<file path="src/rtl/hazard_stall_ctrl.sv">
// rtl/hazard_stall_ctrl.sv - load-use / HI-LO / branch hazard sequencer with mult/div busy counter
module hazard_stall_ctrl #(
    parameter int MUL_CYCLES = 4,
    parameter int DIV_CYCLES = 32
) (
    input  logic        clk,
    input  logic        rst,
    input  logic [31:0] IF_ID_Instr,
    input  logic [31:0] ID_EX_Instr,
    input  logic        IF_ID_isR_s,
    input  logic        IF_ID_isR_t,
    input  logic        IF_ID_isHiLo,
    input  logic        ID_EX_isLoad,
    input  logic        ID_EX_isMD,
    input  logic        EX_branch_taken,
    output logic        PC_Write_en,
    output logic        IF_ID_Write_en,
    output logic        IF_ID_Flush,
    output logic        ID_EX_Flush,
    output logic        md_busy,
    output logic        md_done
);

    localparam int CW = (DIV_CYCLES > 1) ? $clog2(DIV_CYCLES) : 1;
    localparam logic [CW-1:0] MUL_LOAD = CW'(MUL_CYCLES - 1);
    localparam logic [CW-1:0] DIV_LOAD = CW'(DIV_CYCLES - 1);

    typedef enum logic {
        IDLE    = 1'b0,
        MD_BUSY = 1'b1
    } state_t;

    state_t        state_q, state_d;
    logic [CW-1:0] md_cnt_q, md_cnt_d;
    logic          md_done_q, md_done_d;

    logic [4:0] id_rs;
    logic [4:0] id_rt;
    logic [4:0] ex_rt;
    logic       ex_is_div;
    logic       load_use;
    logic       hilo_haz;
    logic       stall;

    assign id_rs     = IF_ID_Instr[25:21];
    assign id_rt     = IF_ID_Instr[20:16];
    assign ex_rt     = ID_EX_Instr[20:16];
    // funct bit 1 separates div/divu (0x1a/0x1b) from mult/multu (0x18/0x19)
    assign ex_is_div = ID_EX_Instr[1];

    logic unused_instr_bits;
    assign unused_instr_bits = ^{IF_ID_Instr[31:26], IF_ID_Instr[15:0],
                                 ID_EX_Instr[31:21], ID_EX_Instr[15:2], ID_EX_Instr[0]};

    always_ff @(posedge clk or posedge rst) begin
        if (rst) begin
            state_q   <= IDLE;
            md_cnt_q  <= '0;
            md_done_q <= 1'b0;
        end else begin
            state_q   <= state_d;
            md_cnt_q  <= md_cnt_d;
            md_done_q <= md_done_d;
        end
    end

    // An MD issue while already busy is ignored; the HI/LO stall keeps it from happening.
    always_comb begin
        state_d   = state_q;
        md_cnt_d  = md_cnt_q;
        md_done_d = 1'b0;
        case (state_q)
            IDLE: begin
                if (ID_EX_isMD) begin
                    state_d  = MD_BUSY;
                    md_cnt_d = ex_is_div ? DIV_LOAD : MUL_LOAD;
                end
            end
            MD_BUSY: begin
                if (md_cnt_q == '0) begin
                    state_d   = IDLE;
                    md_done_d = 1'b1;
                end else begin
                    md_cnt_d = md_cnt_q - 1'b1;
                end
            end
            default: begin
                state_d  = IDLE;
                md_cnt_d = '0;
            end
        endcase
    end

    assign md_busy = (state_q == MD_BUSY);
    assign md_done = md_done_q;

    assign load_use = ID_EX_isLoad && (ex_rt != 5'd0) &&
                      ((IF_ID_isR_s && (id_rs == ex_rt)) ||
                       (IF_ID_isR_t && (id_rt == ex_rt)));

    assign hilo_haz = IF_ID_isHiLo && (md_busy || ID_EX_isMD);

    // A taken branch wins: the instruction that would stall is on the wrong path.
    assign stall = (load_use || hilo_haz) && !EX_branch_taken;

    assign PC_Write_en    = !stall;
    assign IF_ID_Write_en = !stall;
    assign IF_ID_Flush    = EX_branch_taken;
    assign ID_EX_Flush    = stall || EX_branch_taken;

endmodule

</file>
<file path="config.mk">
export PLATFORM = sky130hd
export DESIGN_NAME = hazard_stall_ctrl
export DESIGN_NICKNAME = d
export VERILOG_FILES = /design/src/rtl/hazard_stall_ctrl.sv
export SDC_FILE = /design/constraint.sdc
export NUM_CORES = 1
export LEC_CHECK = 0
export ABC_AREA = 1
export BUFFER_PORTS_ARGS = -buffer_cell sky130_fd_sc_hd__buf_2
export CORE_MARGIN = 4
export CORE_UTILIZATION = 34
export DETAILED_ROUTE_END_ITERATION = 6
export GPL_ROUTABILITY_DRIVEN = 0
export PLACE_DENSITY = 0.85
export REMOVE_ABC_BUFFERS = 1
export SETUP_SLACK_MARGIN = 0.2
export SLEW_MARGIN = 20
export SYNTH_ARGS = -nofsm -noshare
export SYNTH_HDL_FRONTEND = slang
export SYNTH_SLANG_ARGS = --single-unit
</file>
<file path="constraint.sdc">
create_clock -name clk -period 2.1 [get_ports clk]
set_clock_uncertainty 0.15 [all_clocks]
set_input_delay 0.42 -clock clk [delete_from_list [all_inputs] [get_ports clk]]
set_output_delay 0.42 -clock clk [all_outputs]
set_load 0.02 [all_outputs]
</file>
After elaboration in Yosys (flattened, before gate mapping)
Index checks and enable logic that the tools add are counted.
{"block": "totals", "inputBits": 72, "out_inout_bits": 6, "register_bits": 7}
{"block": "classes", "n_reduce_logical": 15, "n_eq_ne": 4, "add_sub_neg": 1, "bitwise": 1, "mux": 9}
{"cell": "5-bit two-way mux", "n": 3}
{"cell": "5-bit equality test", "n": 2}
{"cell": "5-bit case mux with 2 select lines", "n": 1}
{"cell": "1-bit logical AND", "n": 6}
{"cell": "5-bit logical NOT", "n": 1}
{"cell": "5-bit nonzero test", "n": 1}
{"cell": "5-bit by 1-bit subtractor with 5-bit output (second input constant)", "n": 1}
{"cell": "1-bit logical OR", "n": 4}
{"cell": "1-bit two-way mux", "n": 4}
{"cell": "2-bit inequality test (second input constant)", "n": 2}
{"cell": "1-bit logical NOT", "n": 2}
{"cell": "1-bit case mux with 2 select lines", "n": 1}
{"cell": "2-bit AND reduction", "n": 1}
{"cell": "1-bit inverter", "n": 1}

Longest topological paths before layout
{"block": "logic_depth", "ltp_word": 7, "depth_mapped": 10, "mapped_depth_nobuf": 9}

Least setup slack after synthesis
OpenSTA, ideal clock, no wires.
{"block": "synth_timing", "path_kind": "in2out", "startpoint": "input port IF_ID_Instr[17]", "endpoint": "output port PC_Write_en", "path_stages": 10, "required_time_ns": 1.530, "setup_slack_ns": 0.339, "arrival_time_ns": 1.191, "n_path_buf": 1, "path_cell_list": "inv_1 nand2_1 nand2_1 nor2_2 nand3_1 nand2_1 nand2_1 nand2_1 nand2_1 buf_4"}
{"block": "synth_between", "elab_chain_cells": 7}
{"item": "start, declared", "line_no": "8", "source": "input logic [31:0] IF_ID_Instr,"}
{"item": "5-bit equality test", "line_no": "99", "source": "(IF_ID_isR_t && (id_rt == ex_rt)));"}
{"item": "1-bit logical AND", "line_no": "99"}
{"item": "1-bit logical OR", "line_no": "98", "source": "((IF_ID_isR_s && (id_rs == ex_rt)) ||"}
{"item": "1-bit logical AND", "line_no": "97", "source": "assign load_use = ID_EX_isLoad && (ex_rt != 5'd0) &&"}
{"item": "1-bit logical OR", "line_no": "104", "source": "assign stall = (load_use || hilo_haz) && !EX_branch_taken;"}
{"item": "1-bit logical AND", "line_no": "104"}
{"item": "1-bit logical NOT"}
{"item": "end, declared", "line_no": "16", "source": "output logic PC_Write_en,"}
Every way passes these cells.

Final worst setup path
{"block": "layout_timing", "startpoint": "register state_q (netlist: md_busy)", "endpoint": "output port IF_ID_Write_en"}
{"block": "layout_between", "elab_chain_cells": 5}
{"item": "start, declared", "line_no": "33", "source": "state_t state_q, state_d;"}
{"item": "start signal, assigned", "line_no": "61", "source": "state_q <= state_d;"}
{"item": "1-bit logical OR", "line_no": "101", "source": "assign hilo_haz = IF_ID_isHiLo && (md_busy || ID_EX_isMD);"}
{"item": "1-bit logical AND", "line_no": "101"}
{"item": "1-bit logical OR", "line_no": "104"}
{"item": "1-bit logical AND", "line_no": "104"}
{"item": "1-bit logical NOT", "line_no": "107", "source": "assign IF_ID_Write_en = !stall;"}
{"item": "end, declared", "line_no": "17", "source": "output logic IF_ID_Write_en,"}
Every way passes these cells.

==> metrics.md <==
| Metric | Value |
|---|---|
| Status | finished, final reports clean |
| Part of the total power dissipated in combinational logic | ~50% |
| Post-route minimum period | 1.823 ns |
| Share of the clock period used by the worst path after layout | around 87% |
| Ant. Diodes | 0 |
| Share of the synthesized area in the top cell type | 28.40% |
| First-pass iteration count of the detailed router | 4 |
| CP Buf/Inv Count | 1 |
| Data required time of the worst path | 1.53 ns |
| Detailed Place HPWL | 1352 um |
| Maximum buffer depth of the clock tree | 2 |
| Vias in the first global route | 697 |
| GR met2 Demand/Resource | 26.30% |
| Top cells by area in the synthesized netlist | sky130_fd_sc_hd__dfrtp_1 (28%), sky130_fd_sc_hd__nand2_1 (22%), sky130_fd_sc_hd__inv_1 (9.7%) |
| CTS tree | built |
| Max Freq | 0.5485 GHz |
| Max rail drop VDD | 312.6 uV |
| Synth Area in Simple Gates | 44.22% |
| Type of the most critical hold path | in -> reg |
| Initial antenna violation count | 0 |
| Remaining global-route overflow | 0 |
| Family with the most delay on the worst path | flip-flops |
| Adder and majority gate portion of the synthesized area | under 10% |
| Die Ht | 50.60 um |
| Cell repeated most along the worst path | sky130_fd_sc_hd__nand2_2 |
| Number of warnings issued by yosys | 0 |
| Critical Path Max Stage Delay | between 0.4 and 0.5 ns |
| First-pass GRT wire length | 2725 um |
| Worst min-delay path endpoint | md_cnt_q[4] |
| Total power | 0.7566 mW |
| Sort of element at the end of the critical path | output port |
| Area of all placed cells without fillers | ~890 um^2 |
| Average vias per placed instance | 4.384 |
| Fraction of final layout cells with drive strength greater than 1 | 38.13% |
| #FFs+latches synth | 7 |
| Flop pwr share | 32.9% |
| Num ports | 78 |
| Combinational family with the most area after synthesis | simple AND/OR/NAND/NOR gates |
| Die area | 2560 um^2 |
| Cell with the largest stage delay on the worst path | sky130_fd_sc_hd__dfrtp_1 |
| CTS sink count | 7 |
| Met1 demand-to-capacity share in global routing | 13.64% |
| Number of filler cells placed in the layout | 172 |
| Met3 usage in global routing | 2.374% |
| Max-slew headroom at the worst pin | about 81% |
| Initial core utilization | 35.72% |
| Setup Total Neg Slack | 0 ns |
| Total leakage power | approximately 0.54 nW |
| Number of buffers created by CTS | 3 |
| Clock root buffer | sky130_fd_sc_hd__clkbuf_4 |
| Quantity of I/O buffers inserted on ports | 29 |
| Syn Inst Count | between 100 and 150 |
| Tightest Pin Transition | 0.2911 ns |
| Setup repair after global routing missed its margin | no |
| Post-CTS Setup Inserts | 0 |
| Worst R2R Setup Slack | 0.70 ns |
| Final #Nets | 213 |
| R2r startpoint | md_cnt_q[0] |
| Largest net degree at the start of global routing | 9 |
| Aggregate global-route resource usage | 13.71% |
| Overall routed net length | 1699 um |
| Register-to-Register Path Depth | 7 |
| Fin. Hold Viols | 0 |
| Critical path arrival | 1.25 ns |
| Number of levels the H-tree was split into | 1 |
| Layout overhead on the synthesized area | 44.42% |
| Total number of vias | 719 |
| Number of distinct standard cells referenced by the synthesized netlist | 18 |
| Share of the synthesized netlist area taken by xor and xnor gates | 0% |
| Cell taking the most area after synthesis | sky130_fd_sc_hd__dfrtp_1 |
| Average cell area after synthesis | slightly below 6 um^2 |
| Crit path cell chain | o21ai_1 > nand2_2 > nand2_2 > buf_6 |
| Detail-routed net length per standard cell | between 10 and 15 um |
| Max-slew violation total from the final report | 0 |
| Number of antenna-violating nets in the routed design | 0 |
| Row Count | 15 |
| Net switching power of the design | 0.3391 mW |
| Share of synthesized area spent on multiplexers | 0% |
| Worst hold path stage count | 3 |
| Clock Latency Late Sink | 0.26 ns |
| Clock input transition at the sequential cells of the worst setup and hold paths | around 0.06 ns |
| Layer with the highest usage after global routing | met2 |
| Die Wd | approximately 51 um |
| Number of remaining DRC errors | 0 |
| Startpoint Class | flop |
| Worst Slack Setup Final | 0.2769 ns |
| Initial drt markers | 4 |
| Cell-internal power | 0.4175 mW |
| Setup violators final | 0 |
| Sequential fraction of the synthesis area | 28.40% |
| Clock network power share | about 17% |
| Switching share of power | 44.82% |
| Hold path startpoint | ID_EX_Instr[1] |
| Area of the mapped netlist | 616.8 um^2 |
| Critical Setup Path Class | reg -> out |
| Floorplan Core Area | 1727 um^2 |
| FF-to-FF End | md_cnt_q[1] |
| Cell area reported after detailed placement | 778.2 um^2 |
| Setup slack after placement | approximately 0.28 ns |
| Biggest fanout along the worst timing path | 8 |
| Complex-gate fraction of the synthesized area | 7.708% |
| # Max-Cap Violations | 0 |
| Power density of the placed cells | approximately 850 nW/um^2 |
==> state kept, by name, summed over array words and instances (netlist names) <==
| register | count |
|---|---|
| md_done | 1 |
| md_cnt_q | 5 |
| md_busy | 1 |
==> timing repair <==
item,4_1_cts,5_1_grt
resized for setup,0,22
hold buffers,1,0
endpoints found under the setup margin,0,3
hold endpoints to repair,7,0
==> per-stage QoR <==
step / hold slack [ns] / std cells / util [%]
after global routing: 0.3477 / 164 / 51.59
final: 0.3330 / 164 / 51.59
after CTS: 0.3385 / 164 / 47.17
after floorplan: 0.07340 / 105 / -
after global placement: 0.2017 / 159 / 45.07
after detailed placement: 0.2168 / 159 / 45.07
==> cell type report <==
cell class,instances,area (um^2),share of cell area (%)
clock buffers,4,26.28,2.949
inverters,25,96.34,10.81
multi-input cells,73,347.8,39.05
flip-flops and latches,7,175.2,19.66
well taps,25,31.28,3.511
repair buffers,30,214.0,24.02
==> logic make-up after synthesis <==
group | count (synthesis)
and+or+nand+nor | 63
adders and majority gates | 1
DFF | 7
AOI/OAI and AO/OA | 9
buffers and inverters | 27
==> power by group through the flow <==
stage / clock [mW] / sequential (mW) / combinational, mW
2_1_floorplan: 0 / 0.248 / 0.248
3_3_place_gp: 0 / 0.244 / 0.329
6_report: 0.129 / 0.249 / 0.379
5_1_grt: 0.138 / 0.256 / 0.418
4_1_cts: 0.130 / 0.248 / 0.359
3_5_place_dp: 0 / 0.250 / 0.357
==> worst max path at each step <==
stage	startpoint	endpoint	slack [ns]	depth (start not counted)
5_1_grt	md_busy	IF_ID_Write_en	0.18	4
2_1_floorplan	ID_EX_Instr[18]	IF_ID_Write_en	0.43	9
3_3_place_gp	ID_EX_Instr[19]	IF_ID_Write_en	0.28	11
4_1_cts	md_busy	PC_Write_en	0.24	4
6_report	md_busy	IF_ID_Write_en	0.28	4
3_5_place_dp	ID_EX_Instr[19]	PC_Write_en	0.28	11
==> tightest hold or removal path, delay by kind of cell <==
family / cells / cell delay (ns)
AOI/OAI and AO/OA: 1 / 0.08
buffers and inverters: 1 / 0.10
and+or+nand+nor: 1 / 0.10
==> layout by cell type (no fill, tap or decap) <==
master,instances
sky130_fd_sc_hd__nand3_1,6
sky130_fd_sc_hd__o21ai_1,5
sky130_fd_sc_hd__buf_4,1
sky130_fd_sc_hd__dfrtp_1,7
sky130_fd_sc_hd__dlygate4sd3_1,1
sky130_fd_sc_hd__buf_6,9
sky130_fd_sc_hd__nand4_1,1
sky130_fd_sc_hd__ha_1,1
sky130_fd_sc_hd__inv_1,16
sky130_fd_sc_hd__clkbuf_4,3
sky130_fd_sc_hd__clkbuf_1,1
sky130_fd_sc_hd__nand2_1,30
sky130_fd_sc_hd__buf_2,19
sky130_fd_sc_hd__nand2_2,8
sky130_fd_sc_hd__inv_4,1
sky130_fd_sc_hd__clkinv_1,1
sky130_fd_sc_hd__nand3_2,1
sky130_fd_sc_hd__a21oi_1,1
sky130_fd_sc_hd__nor2_1,13
sky130_fd_sc_hd__o21ai_0,1
sky130_fd_sc_hd__a31oi_1,2
sky130_fd_sc_hd__nor2_2,3
sky130_fd_sc_hd__nand2_4,1
sky130_fd_sc_hd__inv_2,7
==> cells in the mapped netlist <==
cell type / count
sky130_fd_sc_hd__nand2_4: 1
sky130_fd_sc_hd__nand3_1: 6
sky130_fd_sc_hd__nand2_1: 36
sky130_fd_sc_hd__a21oi_1: 1
sky130_fd_sc_hd__nand3_2: 1
sky130_fd_sc_hd__inv_1: 16
sky130_fd_sc_hd__nand4_1: 1
sky130_fd_sc_hd__inv_2: 8
sky130_fd_sc_hd__o21ai_1: 4
sky130_fd_sc_hd__o21ai_0: 2
sky130_fd_sc_hd__nand2_2: 2
sky130_fd_sc_hd__clkinv_1: 1
sky130_fd_sc_hd__ha_1: 1
sky130_fd_sc_hd__a31oi_1: 2
sky130_fd_sc_hd__dfrtp_1: 7
sky130_fd_sc_hd__nor2_2: 3
sky130_fd_sc_hd__buf_4: 2
sky130_fd_sc_hd__nor2_1: 13
==> routing by layer <==
layer / up-vias / part of all wire, %
li1: 382 / -
met1: 324 / 37
met2: 11 / 59
met3: 2 / 2.7
met4: 0 / 1.0
met5: - / 0
(Power assumes the default switching activity.)
